`src/rtl/video_pkg.sv`:
```
// Shared video types and default 640x480@60 timing.
// Used by both the framebuffer writer and scanout.
package video_pkg;

  localparam int DEF_H_ACTIVE = 640;
  localparam int DEF_H_FP     = 16;
  localparam int DEF_H_SYNC   = 96;
  localparam int DEF_H_BP     = 48;
  localparam int DEF_V_ACTIVE = 480;
  localparam int DEF_V_FP     = 10;
  localparam int DEF_V_SYNC   = 2;
  localparam int DEF_V_BP     = 33;

  localparam int DEF_H_TOTAL =
    DEF_H_ACTIVE + DEF_H_FP + DEF_H_SYNC + DEF_H_BP;
  localparam int DEF_V_TOTAL =
    DEF_V_ACTIVE + DEF_V_FP + DEF_V_SYNC + DEF_V_BP;

  typedef struct packed {
    logic [7:0] r;
    logic [7:0] g;
    logic [7:0] b;
  } rgb_t;

  // One raster position's control bits as they travel
  // alongside the framebuffer read.
  typedef struct packed {
    logic vis;
    logic hs;
    logic vs;
    logic first;
  } tap_t;

  localparam tap_t TAP_IDLE = '{
    vis: 1'b0, hs: 1'b1, vs: 1'b1, first: 1'b0
  };

endpackage

```
`src/rtl/framebuffer_scanout_if.sv`:
```
// Framebuffer read port plus the re-timed video output.
// master = scanout side, slave = framebuffer/display side.
interface framebuffer_scanout_if
  import video_pkg::*;
#(
  parameter int ADDR_W = 19
);
  logic              fb_rd_en;
  logic [ADDR_W-1:0] fb_addr;
  rgb_t              fb_rdata;
  logic [7:0]        red;
  logic [7:0]        green;
  logic [7:0]        blue;
  logic              hsync;
  logic              vsync;
  logic              video_active;
  logic              frame_start;

  modport master (
    output fb_rd_en, fb_addr,
    input  fb_rdata,
    output red, green, blue,
    output hsync, vsync, video_active, frame_start
  );

  modport slave (
    input  fb_rd_en, fb_addr,
    output fb_rdata,
    input  red, green, blue,
    input  hsync, vsync, video_active, frame_start
  );
endinterface

```
`src/rtl/video_timing_gen.sv`:
```
// Raster counters and stage-0 visible/sync flags.
// Advances one position per pix_en tick.
module video_timing_gen
  import video_pkg::*;
#(
  parameter int H_ACTIVE = DEF_H_ACTIVE,
  parameter int H_FP     = DEF_H_FP,
  parameter int H_SYNC   = DEF_H_SYNC,
  parameter int H_BP     = DEF_H_BP,
  parameter int V_ACTIVE = DEF_V_ACTIVE,
  parameter int V_FP     = DEF_V_FP,
  parameter int V_SYNC   = DEF_V_SYNC,
  parameter int V_BP     = DEF_V_BP
) (
  input  logic clk,
  input  logic reset,
  input  logic pix_en,
  output tap_t tap,
  output logic frame_wrap
);

  localparam int H_TOTAL = H_ACTIVE + H_FP + H_SYNC + H_BP;
  localparam int V_TOTAL = V_ACTIVE + V_FP + V_SYNC + V_BP;
  localparam int HW = $clog2(H_TOTAL);
  localparam int VW = $clog2(V_TOTAL);

  localparam logic [HW-1:0] H_LAST = HW'(H_TOTAL - 1);
  localparam logic [HW-1:0] H_VIS  = HW'(H_ACTIVE);
  localparam logic [HW-1:0] HS_BEG = HW'(H_ACTIVE + H_FP);
  localparam logic [HW-1:0] HS_END =
    HW'(H_ACTIVE + H_FP + H_SYNC);
  localparam logic [VW-1:0] V_LAST = VW'(V_TOTAL - 1);
  localparam logic [VW-1:0] V_VIS  = VW'(V_ACTIVE);
  localparam logic [VW-1:0] VS_BEG = VW'(V_ACTIVE + V_FP);
  localparam logic [VW-1:0] VS_END =
    VW'(V_ACTIVE + V_FP + V_SYNC);

  logic [HW-1:0] hcount_q, hcount_d;
  logic [VW-1:0] vcount_q, vcount_d;
  logic          h_end, v_end;

  // Next raster position: wrap h at line end, v at frame end.
  always_comb begin
    hcount_d = hcount_q;
    vcount_d = vcount_q;
    h_end    = (hcount_q == H_LAST);
    v_end    = (vcount_q == V_LAST);
    if (pix_en) begin
      if (h_end) begin
        hcount_d = '0;
        vcount_d = v_end ? '0 : vcount_q + 1'b1;
      end else begin
        hcount_d = hcount_q + 1'b1;
      end
    end
  end

  // Counter registers.
  always_ff @(posedge clk) begin
    if (reset) begin
      hcount_q <= '0;
      vcount_q <= '0;
    end else begin
      hcount_q <= hcount_d;
      vcount_q <= vcount_d;
    end
  end

  // Stage-0 flags decoded from the current position.
  always_comb begin
    tap.vis   = (hcount_q < H_VIS) && (vcount_q < V_VIS);
    tap.hs    = !((hcount_q >= HS_BEG) && (hcount_q < HS_END));
    tap.vs    = !((vcount_q >= VS_BEG) && (vcount_q < VS_END));
    tap.first = (hcount_q == '0) && (vcount_q == '0);
    frame_wrap = pix_en && h_end && v_end;
  end

endmodule

```
`src/rtl/framebuffer_scanout.sv`:
```
// Raster-order framebuffer reader; re-aligns read data
// with VGA syncs across the framebuffer read latency.
module framebuffer_scanout
  import video_pkg::*;
#(
  parameter int H_ACTIVE   = DEF_H_ACTIVE,
  parameter int H_FP       = DEF_H_FP,
  parameter int H_SYNC     = DEF_H_SYNC,
  parameter int H_BP       = DEF_H_BP,
  parameter int V_ACTIVE   = DEF_V_ACTIVE,
  parameter int V_FP       = DEF_V_FP,
  parameter int V_SYNC     = DEF_V_SYNC,
  parameter int V_BP       = DEF_V_BP,
  parameter int ADDR_W     = 19,
  parameter int RD_LATENCY = 1
) (
  input  logic clk,
  input  logic reset,
  input  logic pix_en,
  framebuffer_scanout_if.master bus
);

  tap_t s0;
  logic frame_wrap;

  video_timing_gen #(
    .H_ACTIVE (H_ACTIVE),
    .H_FP     (H_FP),
    .H_SYNC   (H_SYNC),
    .H_BP     (H_BP),
    .V_ACTIVE (V_ACTIVE),
    .V_FP     (V_FP),
    .V_SYNC   (V_SYNC),
    .V_BP     (V_BP)
  ) u_timing (
    .clk        (clk),
    .reset      (reset),
    .pix_en     (pix_en),
    .tap        (s0),
    .frame_wrap (frame_wrap)
  );

  logic [ADDR_W-1:0] addr_q, addr_d;
  tap_t pipe_q [RD_LATENCY];
  tap_t pipe_d [RD_LATENCY];
  tap_t tail;
  rgb_t rgb_q, rgb_d;
  logic act_q, act_d;
  logic hs_q, hs_d;
  logic vs_q, vs_d;
  logic fs_q, fs_d;

  // Address walks visible pixels only; restarts each frame.
  always_comb begin
    addr_d = addr_q;
    if (frame_wrap) begin
      addr_d = '0;
    end else if (pix_en && s0.vis) begin
      addr_d = addr_q + 1'b1;
    end
  end

  // Control taps shift in step with the read pipeline.
  always_comb begin
    pipe_d = pipe_q;
    if (pix_en) begin
      pipe_d[0] = s0;
      for (int i = 1; i < RD_LATENCY; i++) begin
        pipe_d[i] = pipe_q[i-1];
      end
    end
  end

  assign tail = pipe_q[RD_LATENCY-1];

  // Output stage: capture read data beside its own syncs.
  always_comb begin
    rgb_d = rgb_q;
    act_d = act_q;
    hs_d  = hs_q;
    vs_d  = vs_q;
    fs_d  = 1'b0;
    if (pix_en) begin
      rgb_d = tail.vis ? bus.fb_rdata : '0;
      act_d = tail.vis;
      hs_d  = tail.hs;
      vs_d  = tail.vs;
      fs_d  = tail.first;
    end
  end

  // All scanout state.
  always_ff @(posedge clk) begin
    if (reset) begin
      addr_q <= '0;
      for (int i = 0; i < RD_LATENCY; i++) begin
        pipe_q[i] <= TAP_IDLE;
      end
      rgb_q <= '0;
      act_q <= 1'b0;
      hs_q  <= 1'b1;
      vs_q  <= 1'b1;
      fs_q  <= 1'b0;
    end else begin
      addr_q <= addr_d;
      pipe_q <= pipe_d;
      rgb_q  <= rgb_d;
      act_q  <= act_d;
      hs_q   <= hs_d;
      vs_q   <= vs_d;
      fs_q   <= fs_d;
    end
  end

  assign bus.fb_rd_en     = pix_en && !reset;
  assign bus.fb_addr      = addr_q;
  assign bus.red          = rgb_q.r;
  assign bus.green        = rgb_q.g;
  assign bus.blue         = rgb_q.b;
  assign bus.video_active = act_q;
  assign bus.hsync        = hs_q;
  assign bus.vsync        = vs_q;
  assign bus.frame_start  = fs_q;

endmodule
```
`src/flat_wrapper.sv`:
```
// flat-port wrapper written by rule: the top's interface ports become plain ports
module framebuffer_scanout_flat import video_pkg::*;
#(
  parameter int H_ACTIVE   = DEF_H_ACTIVE,
  parameter int H_FP       = DEF_H_FP,
  parameter int H_SYNC     = DEF_H_SYNC,
  parameter int H_BP       = DEF_H_BP,
  parameter int V_ACTIVE   = DEF_V_ACTIVE,
  parameter int V_FP       = DEF_V_FP,
  parameter int V_SYNC     = DEF_V_SYNC,
  parameter int V_BP       = DEF_V_BP,
  parameter int ADDR_W     = 19,
  parameter int RD_LATENCY = 1
)
  (clk, reset, pix_en, bus_fb_rd_en, bus_fb_addr, bus_fb_rdata, bus_red, bus_green, bus_blue, bus_hsync, bus_vsync, bus_video_active, bus_frame_start);
  framebuffer_scanout_if #(.ADDR_W(ADDR_W)) bus_i ();
  input  logic clk;
  input  logic reset;
  input  logic pix_en;
  output wire logic [$bits(bus_i.fb_rd_en)-1:0] bus_fb_rd_en;
  output wire logic [$bits(bus_i.fb_addr)-1:0] bus_fb_addr;
  input wire logic [$bits(bus_i.fb_rdata)-1:0] bus_fb_rdata;
  output wire logic [$bits(bus_i.red)-1:0] bus_red;
  output wire logic [$bits(bus_i.green)-1:0] bus_green;
  output wire logic [$bits(bus_i.blue)-1:0] bus_blue;
  output wire logic [$bits(bus_i.hsync)-1:0] bus_hsync;
  output wire logic [$bits(bus_i.vsync)-1:0] bus_vsync;
  output wire logic [$bits(bus_i.video_active)-1:0] bus_video_active;
  output wire logic [$bits(bus_i.frame_start)-1:0] bus_frame_start;
  assign bus_fb_rd_en = bus_i.fb_rd_en;
  assign bus_fb_addr = bus_i.fb_addr;
  assign bus_i.fb_rdata = bus_fb_rdata;
  assign bus_red = bus_i.red;
  assign bus_green = bus_i.green;
  assign bus_blue = bus_i.blue;
  assign bus_hsync = bus_i.hsync;
  assign bus_vsync = bus_i.vsync;
  assign bus_video_active = bus_i.video_active;
  assign bus_frame_start = bus_i.frame_start;
  framebuffer_scanout #(.H_ACTIVE(H_ACTIVE), .H_FP(H_FP), .H_SYNC(H_SYNC), .H_BP(H_BP), .V_ACTIVE(V_ACTIVE), .V_FP(V_FP), .V_SYNC(V_SYNC), .V_BP(V_BP), .ADDR_W(ADDR_W), .RD_LATENCY(RD_LATENCY)) u_core (.clk(clk), .reset(reset), .pix_en(pix_en), .bus(bus_i));
endmodule
```
`config.mk`:
```
export PLATFORM = sky130hd
export DESIGN_NAME = framebuffer_scanout_flat
export DESIGN_NICKNAME = d
export VERILOG_FILES = /design/src/rtl/video_pkg.sv /design/src/rtl/framebuffer_scanout_if.sv /design/src/rtl/video_timing_gen.sv /design/src/rtl/framebuffer_scanout.sv /design/src/flat_wrapper.sv
export SDC_FILE = /design/constraint.sdc
export NUM_CORES = 1
export LEC_CHECK = 0
export BUFFER_PORTS_ARGS = -buffer_cell sky130_fd_sc_hd__buf_4
export CAP_MARGIN = 15
export CORE_ASPECT_RATIO = 1.1
export CORE_MARGIN = 2
export CORE_UTILIZATION = 47
export CTS_CLUSTER_SIZE = 28
export DETAILED_ROUTE_END_ITERATION = 8
export HOLD_SLACK_MARGIN = 0.05
export PLACE_DENSITY = 0.71
export SETUP_SLACK_MARGIN = 0.3
export SLEW_MARGIN = 0
export SYNTH_ARGS = -nofsm -noshare
export SYNTH_HDL_FRONTEND = slang
export SYNTH_SLANG_ARGS = --single-unit
```
`constraint.sdc`:
```
create_clock -name clk -period 2.4 [get_ports clk]
set_input_delay 0.48 -clock clk [delete_from_list [all_inputs] [get_ports clk]]
set_output_delay 0.48 -clock clk [all_outputs]
set_load 0.05 [all_outputs]
```
* After elaboration in Yosys (flattened, before gate mapping) *
Index checks and enable logic that the tools add are counted.

cells by class
  add/subtract/negate cells = 3
  magnitude comparators = 6
  equality and inequality tests = 2
  multiplexer cells = 3
  bitwise gates (word level) = 1
  reduce and logical (&&, ||, !) cells = 16

operators by type and width
  kind                   number
  $mux 24                1
  $add 10x1->10 const B  2
  $eq 10x10->1 const B   2
  $logic_not 10->1       2
  $lt 10x10->1 const B   2
  $lt 10x9->1 const B    2
  $mux 10                2
  $add 19x1->19 const B  1
  $ge 10x10->1 const B   1
  $ge 10x9->1 const B    1
  $logic_and 1x1->1      8
  $reduce_or 2->1        2
  $logic_not 1->1        3
  $reduce_and 2->1       1
  $not 1->1              1

storage, ports and cells
  register bits = 71
  word-level logic and storage cells = 45

* Longest topological paths before layout *
  depth in word-level cells = 4
  gate-level depth with buffers = 7

* Modules after synthesis *
Synthesis repeated with hierarchy kept, for this count alone.

unflattened totals
  cells, all modules = 347
  area, all modules = 3,044.2 um^2

by module, submodules not included
  module               instances  cells an instance  area each (um^2)  seq. area each (um^2)
  framebuffer_scanout  1          215                1,950.6           1,021.0
  video_timing_gen     1          132                1,093.5           400.4

* Least setup slack after synthesis *
OpenSTA, ideal clock, no wires.

  kind = reg-to-reg
  start = reg u_core.addr_q[3] (netlist: u_core.bus.fb_addr[3])
  end = reg u_core.addr_q[16] (netlist: u_core.bus.fb_addr[16])
  data arrival time = 1,893 ps
  required time = 2,334 ps
  slack = 441 ps
  stages on the path, launching flop included = 7
  path buffers = 2
  period minus slack after synthesis = 1,959 ps
  path through = dfxtp_1 -> and4_1 -> buf_6 -> nand2_4 -> buf_6 -> or4_4 -> a21oi_2

between the ends
  word-level cells in the longest chain between the ends = 1

RTL lines
  element                 line                        RTL
  start, declared         framebuffer_scanout.sv:43   logic [ADDR_W-1:0] addr_q, addr_d;
  start signal, assigned  framebuffer_scanout.sv:105  addr_q <= addr_d;
  $add 19x1->19           framebuffer_scanout.sv:59   addr_d = addr_q + 1'b1;

Every way passes these cells.
A chain may end at the register's enable or synchronous reset.

* Worst setup path in the final report *
  start = reg u_core.addr_q[0] (netlist: u_core.bus.fb_addr[0])
  end = reg u_core.addr_q[16] (netlist: u_core.bus.fb_addr[16])

The elaborated chain is that of the path after synthesis.

==> metrics.txt <==
Setup Fix Bufs, Post-CTS 0; Vias 2809; Root Driver clkbuf_8; crit path launch type register; Synth-to-Final Area Change 25.3%; worst hold start bus_fb_rdata[12]; xor/xnor share of the synthesized area 3.62%; I/O Pins 75; Post-Syn Area 3140 um^2; Hold Path End u_core.bus.green[4]$_SDFFE_PP0P_; 1st-pass router iterations 4; share of cells above drive strength 1 26.0%; worst reg2reg startpoint u_core.bus.fb_addr[0]$_SDFFE_PP0P_; Leak 1.51 nW; most frequent cells after synthesis dfxtp_1 (71), nor2_1 (46), a22oi_1 (24); Comb pwr share 9.1%; NetSw 624 uW; RSZ-0062 raised after global routing false; Compound-Gate Fraction of Synth Area 17.6%; Total Wirelength 7160 um; post-synthesis mux area share 0.637%; crit path capture type register; Synth area leader dfxtp_1; ant diodes 0; post-synthesis adder-cell area fraction 1.99%; Avg Inst Size Synth 9.16 um^2; antenna viol nets, final 0; Detailed Place HPWL 4830 um; Max VDD drop 0.456 mV; # rows 31; die height 89.8 um; WL/cell 14.4 um; worst-path maximum fanout 6; PortBufs 74; sequential share of power 48.9%; CTS tree done; RD Place Congestion 0.808; Final Max Slew Viols 0; critical setup path kind register to register; Power Dens Cells 634 nW/um^2; worst slew pin tran 0.921 ns; Starting Density 48.2%; Fin. Hold Viols 0; Pint 1.87 mW; r2r endpoint u_core.bus.fb_addr[16]$_SDFFE_PP0P_; first-pass GRT wire length 11800 um; largest family of logic cells by synthesized area simple AND/OR/NAND/NOR gates; Nets 443; antenna violations before repair 0; status finished clean; area of the multi-input gates 1590 um^2; family with the most delay on the worst path simple AND/OR/NAND/NOR gates; synth warn 0; Syn Nets 375; Num CTS Buffers 9; # hold bufs at CTS 0; post-CTS resize count 0; Cells after Synth 343; Max Cap Violations 0; worst r2r path cells 5; Clock Pin Slew Worst Setup and Hold Paths 0.08 ns; #FFs+latches synth 71; Netlist cell types 48; Clk network pwr share 42.1%; delay of the slowest critical-path stage 0.56 ns; via/cell ratio 5.64; Max Root-Sink Buffers 2; FFs w/ async S/R, synth 0%; Buf/Inv on CP 0; Worst EP arrival 2.15 ns; sw frac 25.0%; vias in the first global route 2551; die area 7360 um^2; # fillers 600; most numerous cell in the Yosys netlist dfxtp_1; Finish-stage setup viols 0; Global Route Usage Sum 20.1%; CTS H-tree depth 3; DRT iter0 DRCs 161; maximum number of pins on one net before global-route repair 39; critical path, cell by cell ha_1 > and3_1 > nand4_1 > or4_4 > a21oi_2; fin crit share 77.7%; Synth top area share 45.2%; Worst Path Required 2.68 ns; ranking of synthesized cells by area dfxtp_1 (45%), a22oi_1 (5.7%), nor2_1 (5.5%), a21oi_1 (3.7%), o31ai_1 (2.9%); Core Box Area 6520 um^2; total area of sequential cells 1420 um^2; R2R Setup Slk 0.53 ns; area share of and/or/nand/nor cells after synthesis 26.7%; clock latency on the worst-skew pair 0.35 ns; Min-Delay Path Class primary input to register; clk sinks 71; top_reg_cell synth dfxtp_1; post-synthesis sequential area ratio 45.2%; Fin Clk Skew 0.0101 ns; Relative slew margins 38.6%; FMAX 0.536 GHz; grt ovf 0; fin util 60.4%; DRC 0; Final Critical Period 1.87 ns; Post-synth EDFFs 0; setup TNS 0 ns; hold path cells 3; CP max stage cell or4_4; Die Wd 82.0 um
## metal layers
metal | vias up | GRT usage (%) | wire length [um] | part of all wire, %
li1 | 1406 | - | - | -
met1 | 1318 | 27.1 | 3310 | 46
met2 | 75 | 29.6 | 3300 | 46
met3 | 10 | 5.32 | 433 | 6.1
met4 | 0 | 9.31 | 111 | 1.6
met5 | - | 0 | 0 | 0
## worst register-to-register path, delay by kind of cell (launching register included)
kind / cells / cell delay [ns]
adder cells (fa/ha/maj): 1 / 0.24
flip-flops: 1 / 0.44
AO/OA/AOI/OAI: 1 / 0.13
AND/OR/NAND/NOR: 3 / 0.99
## worst max-delay path by stage
| stage | startpoint | end | slack (ns) | depth (start not counted) |
|---|---|---|---|---|
| 6_report | u_core.bus.fb_addr[0]$_SDFFE_PP0P_ | u_core.bus.fb_addr[16]$_SDFFE_PP0P_ | 0.53 | 5 |
| 5_1_grt | u_core.bus.fb_addr[0]$_SDFFE_PP0P_ | u_core.bus.fb_addr[16]$_SDFFE_PP0P_ | 0.45 | 5 |
| 4_1_cts | u_core.bus.fb_addr[0]$_SDFFE_PP0P_ | u_core.bus.fb_addr[16]$_SDFFE_PP0P_ | 0.56 | 5 |
| 3_5_place_dp | pix_en | u_core.u_timing.vcount_q[9]$_SDFFE_PP0P_ | 0.42 | 6 |
| 3_3_place_gp | pix_en | u_core.u_timing.vcount_q[7]$_SDFFE_PP0P_ | 0.46 | 6 |
| 2_1_floorplan | u_core.bus.fb_addr[3]$_SDFFE_PP0P_ | u_core.bus.fb_addr[16]$_SDFFE_PP0P_ | 0.44 | 6 |
## flip-flops by register name, summed over array words and instances (netlist names)
| register | flops |
|---|---|
| u_core.u_timing.hcount_q | 10 |
| u_core.bus.vsync | 1 |
| u_core.bus.blue | 8 |
| u_core.pipe_q | 4 |
| u_core.bus.video_active | 1 |
| u_core.u_timing.vcount_q | 10 |
| u_core.bus.hsync | 1 |
| u_core.bus.green | 8 |
| u_core.bus.fb_addr | 19 |
| u_core.bus.frame_start | 1 |
| u_core.bus.red | 8 |
## placed cells by master (no fill, tap or decap), types with 4 or more instances in the layout
cell type  count
a21oi_1       23
a22oi_1       24
and2_1         6
and3_1         4
and4_1         8
buf_4         77
clkbuf_8       9
dfxtp_1       71
ha_1           5
inv_1          7
nand2_1       13
nand3_1       11
nand4_1       12
nor2_1        46
nor3_1         5
o21ai_0        9
o31ai_1       12
or3_1          9
or4_1          8
xnor2_1        5
xor2_1         8
## metrics by stage
stage / setup WS, ns / hold WS, ns / power [mW] / std cells / area [um^2]
6_report: 0.535 / 0.363 / 2.50 / 498 / 3940
5_1_grt: 0.453 / 0.370 / 2.59 / 498 / 3940
4_1_cts: 0.562 / 0.350 / 2.53 / 498 / 3940
3_5_place_dp: 0.423 / 0.444 / 1.47 / 482 / 3710
3_3_place_gp: 0.461 / 0.443 / 1.47 / 482 / 3710
2_1_floorplan: 0.441 / 0.430 / 1.39 / 343 / 3140
## kinds of logic (layout without fill, tap and decap cells)
family                     Yosys count  in the layout
adders and majority gates            5              5
and+or+nand+nor                    145            145
AOI/OAI and AO/OA                   80             80
muxes                                2              2
buffers and inverters               27            100
DFF                                 71             71
xor gates and xnor gates            13             13
## cell type report
class | count | area share (%)
Multi-Input combinational cell | 245 | 40.3
Sequential cell | 71 | 36.1
Timing Repair Buffer | 77 | 14.7
Clock buffer | 9 | 3.15
Tap cell | 82 | 2.61
Clock inverter | 7 | 2.48
Inverter | 7 | 0.668
## power groups by stage
| stage | combinational, mW | clock [mW] | sequential, mW |
|---|---|---|---|
| after floorplan | 0.0853 | 0 | 1.31 |
| after global placement | 0.224 | 0 | 1.25 |
| after detailed placement | 0.227 | 0 | 1.25 |
| after CTS | 0.228 | 1.08 | 1.22 |
| after global routing | 0.245 | 1.12 | 1.22 |
| final | 0.226 | 1.05 | 1.22 |
Note: power is estimated with default switching activity, not from simulation.
